--- config.mk ---
export PLATFORM = sky130hd
export DESIGN_NAME = puzzle_round_ctrl
export DESIGN_NICKNAME = d
export VERILOG_FILES = /design/src/rtl/puzzle_round_ctrl.sv
export SDC_FILE = /design/constraint.sdc
export NUM_CORES = 1
export LEC_CHECK = 0
export BUFFER_PORTS_ARGS = -buffer_cell sky130_fd_sc_hd__buf_2
export CAP_MARGIN = 20
export CORE_AREA = 2 2 94 73
export CTS_CLUSTER_SIZE = 10
export DETAILED_ROUTE_END_ITERATION = 10
export DIE_AREA = 0 0 96 75
export PLACE_DENSITY = 0.7
export SLEW_MARGIN = 20
export SYNTH_ARGS = -nofsm -noshare
export SYNTH_HDL_FRONTEND = slang
export SYNTH_SLANG_ARGS = --single-unit
export TNS_END_PERCENT = 1
--- constraint.sdc ---
create_clock -name Clock -period 4.64 [get_ports Clock]
set_input_delay 0.696 -clock Clock [delete_from_list [all_inputs] [get_ports Clock]]
set_output_delay 0.696 -clock Clock [all_outputs]
set_load 0.01 [all_outputs]
--- src/rtl/puzzle_round_ctrl.sv ---
// rtl/puzzle_round_ctrl.sv - round sequencer for the wake-up puzzle
//
// Purpose: an alarm trigger starts a round. The sequencer arms the three
// equation stages in turn and runs the shared seconds timer that the stages
// capture as their target. It re-arms a stage on timeout or user retry,
// counts timeouts as a penalty, and reports completion to display/buzzer.
//
// Ports:
//   Clock         in   system clock
//   Reset         in   synchronous, active-high
//   AlarmTrigger  in   level; rising edge starts a round
//   Retry         in   level (debounced); rising edge re-arms current stage
//   EqCorrect     in   [2:0] correct flags of equation stages 0..2
//   StartEq       out  [2:0] one-cycle start/release pulse per stage
//   OngoingTimer  out  [6:0] seconds counter, wraps after TIMER_MAX
//   Stage         out  [1:0] active stage index
//   AlarmOn       out  high while a round is in progress
//   Solved        out  high once all three stages are solved
//   Penalty       out  [3:0] timeouts this round, saturating at 15
module puzzle_round_ctrl #(
    parameter int TICK_DIV    = 50_000_000,
    parameter int TIMER_MAX   = 99,
    parameter int TIMEOUT_SEC = 60
) (
    input  logic       Clock,
    input  logic       Reset,
    input  logic       AlarmTrigger,
    input  logic       Retry,
    input  logic [2:0] EqCorrect,
    output logic [2:0] StartEq,
    output logic [6:0] OngoingTimer,
    output logic [1:0] Stage,
    output logic       AlarmOn,
    output logic       Solved,
    output logic [3:0] Penalty
);

    localparam int              CW          = (TICK_DIV > 1) ? $clog2(TICK_DIV) : 1;
    localparam logic [CW-1:0]   TICK_LAST   = CW'(TICK_DIV - 1);
    localparam logic [6:0]      TIMER_LAST  = 7'(TIMER_MAX);
    localparam logic [6:0]      TIMEOUT_VAL = 7'(TIMEOUT_SEC);

    typedef enum logic [2:0] {
        S_IDLE,
        S_ARM,
        S_WAIT,
        S_RELEASE,
        S_DONE
    } state_t;

    state_t          state;
    logic [CW-1:0]   tick_cnt;
    logic [6:0]      timeout_cnt;

    // Two-stage edge detectors: *_s is the sampled input, *_p the sample
    // before it. Both reset high so a level held through reset is not an edge.
    logic       alarm_s, alarm_p;
    logic       retry_s, retry_p;
    logic [2:0] eq_s, eq_p;

    logic       alarm_rise;
    logic       retry_rise;
    logic [2:0] eq_rise;
    logic       tick;
    logic       timeout;

    assign alarm_rise = alarm_s & ~alarm_p;
    assign retry_rise = retry_s & ~retry_p;
    assign eq_rise    = eq_s & ~eq_p;
    assign tick       = AlarmOn && (tick_cnt == TICK_LAST);
    assign timeout    = (timeout_cnt == TIMEOUT_VAL);

    always_ff @(posedge Clock) begin
        if (Reset) begin
            state        <= S_IDLE;
            StartEq      <= '0;
            OngoingTimer <= '0;
            Stage        <= '0;
            AlarmOn      <= 1'b0;
            Solved       <= 1'b0;
            Penalty      <= '0;
            tick_cnt     <= '0;
            timeout_cnt  <= '0;
            alarm_s      <= 1'b1;
            alarm_p      <= 1'b1;
            retry_s      <= 1'b1;
            retry_p      <= 1'b1;
            eq_s         <= 3'b111;
            eq_p         <= 3'b111;
        end else begin
            // Edge detectors run in every state so stale flags never look new.
            alarm_s <= AlarmTrigger;
            alarm_p <= alarm_s;
            retry_s <= Retry;
            retry_p <= retry_s;
            eq_s    <= EqCorrect;
            eq_p    <= eq_s;

            StartEq <= '0;

            if (state == S_IDLE) begin
                tick_cnt <= '0;
            end else if (AlarmOn) begin
                tick_cnt <= (tick_cnt == TICK_LAST) ? '0 : tick_cnt + 1'b1;
            end

            if (tick) begin
                OngoingTimer <= (OngoingTimer == TIMER_LAST) ? '0 : OngoingTimer + 1'b1;
            end

            // Counter action follows the state being left, so ARM's clear
            // beats a coincident tick.
            if (state == S_ARM) begin
                timeout_cnt <= '0;
            end else if (state == S_WAIT && tick) begin
                timeout_cnt <= timeout_cnt + 1'b1;
            end

            // Outputs are loaded together with the next state so they are
            // registered yet behave as Moore outputs of that state.
            case (state)
                S_IDLE: begin
                    if (alarm_rise) begin
                        Stage   <= 2'd0;
                        Penalty <= 4'd0;
                        StartEq <= 3'b001;
                        AlarmOn <= 1'b1;
                        state   <= S_ARM;
                    end
                end
                S_ARM: begin
                    state <= S_WAIT;
                end
                S_WAIT: begin
                    if (eq_rise[Stage]) begin
                        StartEq <= 3'b001 << Stage;
                        state   <= S_RELEASE;
                    end else if (timeout) begin
                        StartEq <= 3'b001 << Stage;
                        if (Penalty != 4'd15) begin
                            Penalty <= Penalty + 4'd1;
                        end
                        state <= S_ARM;
                    end else if (retry_rise) begin
                        StartEq <= 3'b001 << Stage;
                        state   <= S_ARM;
                    end
                end
                S_RELEASE: begin
                    if (Stage == 2'd2) begin
                        AlarmOn <= 1'b0;
                        Solved  <= 1'b1;
                        state   <= S_DONE;
                    end else begin
                        Stage   <= Stage + 2'd1;
                        StartEq <= 3'b001 << (Stage + 2'd1);
                        state   <= S_ARM;
                    end
                end
                S_DONE: begin
                    if (!AlarmTrigger) begin
                        Solved <= 1'b0;
                        state  <= S_IDLE;
                    end
                end
                default: begin
                    state <= S_IDLE;
                end
            endcase
        end
    end

endmodule

==> results.cfg <==
[detailed_routing]
drtIter0Drc = 160
drc = 0
ant_nets = 0
wl_per_cell_um = 13.1
drt-pass1-iter-count = 4
totalWireLength_um = 5990
via_per_inst = 5.40
vias = 2475

[cts]
postCtsSetupBuffers = 0
clk_latency_ns = 0.34
cts_tree = done
cts_resized = 0
h-tree-depth = 3
clkTransAtPathRegs_ns = 0.06
cts_num_sinks = 64
root_buffer = clkbuf_8
cts_buffers = 9
cts_hold_buf = 0
clockBufferDepth = 2

[synthesis]
synth.cell_area_um2 = 3050
netlist_instances = 349
syn_nets = 365
muxShareOfSynthArea_pct = 2.79
yosysTopAreaCell = dfxtp_1
synth_top_family_by_area = simple AND/OR/NAND/NOR gates
synth.distinct_cells = 57
synth_commonest_cells = dfxtp_1, nor2_1, nand2_1
yosys.area.top_type_share_pct = 42.1
yosys.area_share.simple_pct = 30.2
synth-main-ff-cell = dfxtp_1
synthTopCellsByArea = dfxtp_1, nor2_1, xnor2_1
postSynth.asyncResetShare_pct = 0
ys_ff_latch = 64
synth.avg_cell_area_um2 = 8.73
synth_warnings = 0
synthAdderAreaFrac_pct = 3.70
yosysMostFrequentCell = dfxtp_1
seq_area_frac_synth_pct = 42.1
synth-compound-area-share_pct = 9.74
synth_edf_count = 0
synth_xor_area_share_pct = 7.48

[global_routing]
grt_util_met1_pct = 25.7
met3_usage_pct = 6.71
grt_max_degree = 30
grt-ovfl-total = 0
grt_pass1_wl_um = 9940
grt_antenna_before_repair = 0
grt_pass1_vias = 2142
top_usage_layer = met1
met2_usage_pct = 24.2
grt.total_usage_pct = 18.0

[timing]
fin_skew_ns = 0.00593
fin_hold_ws_ns = 0.432
final-hold-violation-count = 0
finalMaxSlewViolations = 0
post-route-period-util_pct = 58.7
worst_slack_ns = 1.91
setup_tns_ns = 0
max_slew.worst_pin.slew_ns = 0.799
max_freq_ghz = 0.367
fin_crit_ns = 2.73
slew_headroom_pct = 46.7
finalSetupViolations = 0
rsz0062_at_grt = false

[layout]
diodes = 0
drive_gt1_share_pct = 15.6
fin_area_um2 = 3380
fin_nets = 388
areaGrowthSynthToFinish_pct = 11.1
nFillCells = 587

[worst_setup_path]
r2r_end = tick_cnt[8]
critPathArrivalTime_ns = 2.92
crit_fanout = 25
endpoint = tick_cnt[8]
end_kind = flip-flop
r2r_cells = 5
path_class = reg2reg
r2r_start = tick_cnt[8]
critPathLaunchType = flip-flop
crit_required_ns = 4.83
reg2reg_slack_ns = 1.91
startpoint = tick_cnt[8]

[die]
die_area_um2 = 7200
core.rowCount = 25
dieHeight_um = 75
start_util_pct = 48.9
die_x_um = 96
core_um2 = 6220
num_io_pins = 25

[placed_design]
gp_congestion = 0.841
io_buffers = 24
pre_cts_slack_ns = 1.85
dp.final_hpwl_um = 4200
placed_cell_area_um2 = 3200

[pwr]
peakVddDrop_v = 0.000162
p_leak_nw = 1.20
power_density_nw_per_um2 = 313

[status]
run_status = finished clean

[worst_hold_path]
holdCritPathClass = reg2reg

[run]
cap_violations = 0
==> flip-flops by register name (all words and copies together), names as in the netlist, 2 cells and up <==
name,cells
Stage,2
eq_p,3
eq_s,3
Penalty,4
timeout_cnt,7
OngoingTimer,7
tick_cnt,26
state,3
StartEq,3
==> cell type report <==
class / instances / area [um^2] / share of cell area [%]
well taps: 81 / 101 / 3.00
clock inverters: 2 / 12.5 / 0.370
multi-input cells: 259 / 1640 / 48.6
repair buffers: 24 / 120 / 3.55
flip-flops and latches: 64 / 1280 / 37.9
inverters: 14 / 52.6 / 1.55
clock buffers: 14 / 173 / 5.10
==> critical path: stages (launching register included) <==
cell     delay (ns)
dfxtp_1        0.36
or4b_1         0.53
or4_4          0.43
nor4_4         0.43
or3_1          0.71
nor2_1         0.11
==> metrics by stage <==
| stage | total power, mW | util, % | cells |
|---|---|---|---|
| after CTS | 1.07 | 54.4 | 458 |
| after global routing | 1.11 | 54.4 | 458 |
| final | 1.06 | 54.4 | 458 |
| after global placement | 0.635 | 51.4 | 442 |
| after floorplan | 0.628 | - | 349 |
| after detailed placement | 0.635 | 51.4 | 442 |
==> worst min-delay path by stage <==
stage	cells past startpoint	start	end
floorplan	1	alarm_s	alarm_p
global placement	1	alarm_s	alarm_p
detailed placement	1	alarm_s	alarm_p
CTS	1	alarm_s	alarm_p
global route	1	eq_s[2]	eq_p[2]
finish	1	alarm_s	alarm_p
==> report_power, final <==
group	internal (mW)	leakage, nW	total (mW)	switching, mW
logic	0.0189	0.590	0.0566	0.0378
registers	0.557	0.518	0.566	0.00891
clock network	0.237	0.0927	0.437	0.200
==> cells in the final DEF, fill, tap and decap left out, types with 5 or more instances in the layout <==
| master | Yosys | routed |
|---|---|---|
| nor3_1 | 9 | 9 |
| nand2_1 | 29 | 29 |
| nand3_1 | 17 | 17 |
| dfxtp_1 | 64 | 64 |
| nor4_1 | 5 | 5 |
| and3_1 | 6 | 6 |
| clkbuf_8 | 0 | 12 |
| a21oi_1 | 14 | 14 |
| xnor2_1 | 14 | 14 |
| nand4_1 | 13 | 13 |
| nor2_1 | 49 | 49 |
| xor2_1 | 12 | 12 |
| nand2b_1 | 5 | 5 |
| inv_1 | 14 | 14 |
| buf_2 | 1 | 24 |
| or2_2 | 11 | 11 |
| ha_1 | 9 | 9 |
==> metal layers <==
metal  up-vias  wire length, um
li1       1272                -
met1      1126             3150
met2        65             2360
met3        12              356
met4         0              121
met5         -                0
==> cells by family after synthesis <==
logic type	after synthesis
DFF	64
muxes	8
buffers and inverters	26
adders and majority gates	9
xor gates and xnor gates	26
and+or+nand+nor	173
AOI/OAI and AO/OA	43
Power figures use the tool's default switching activity.
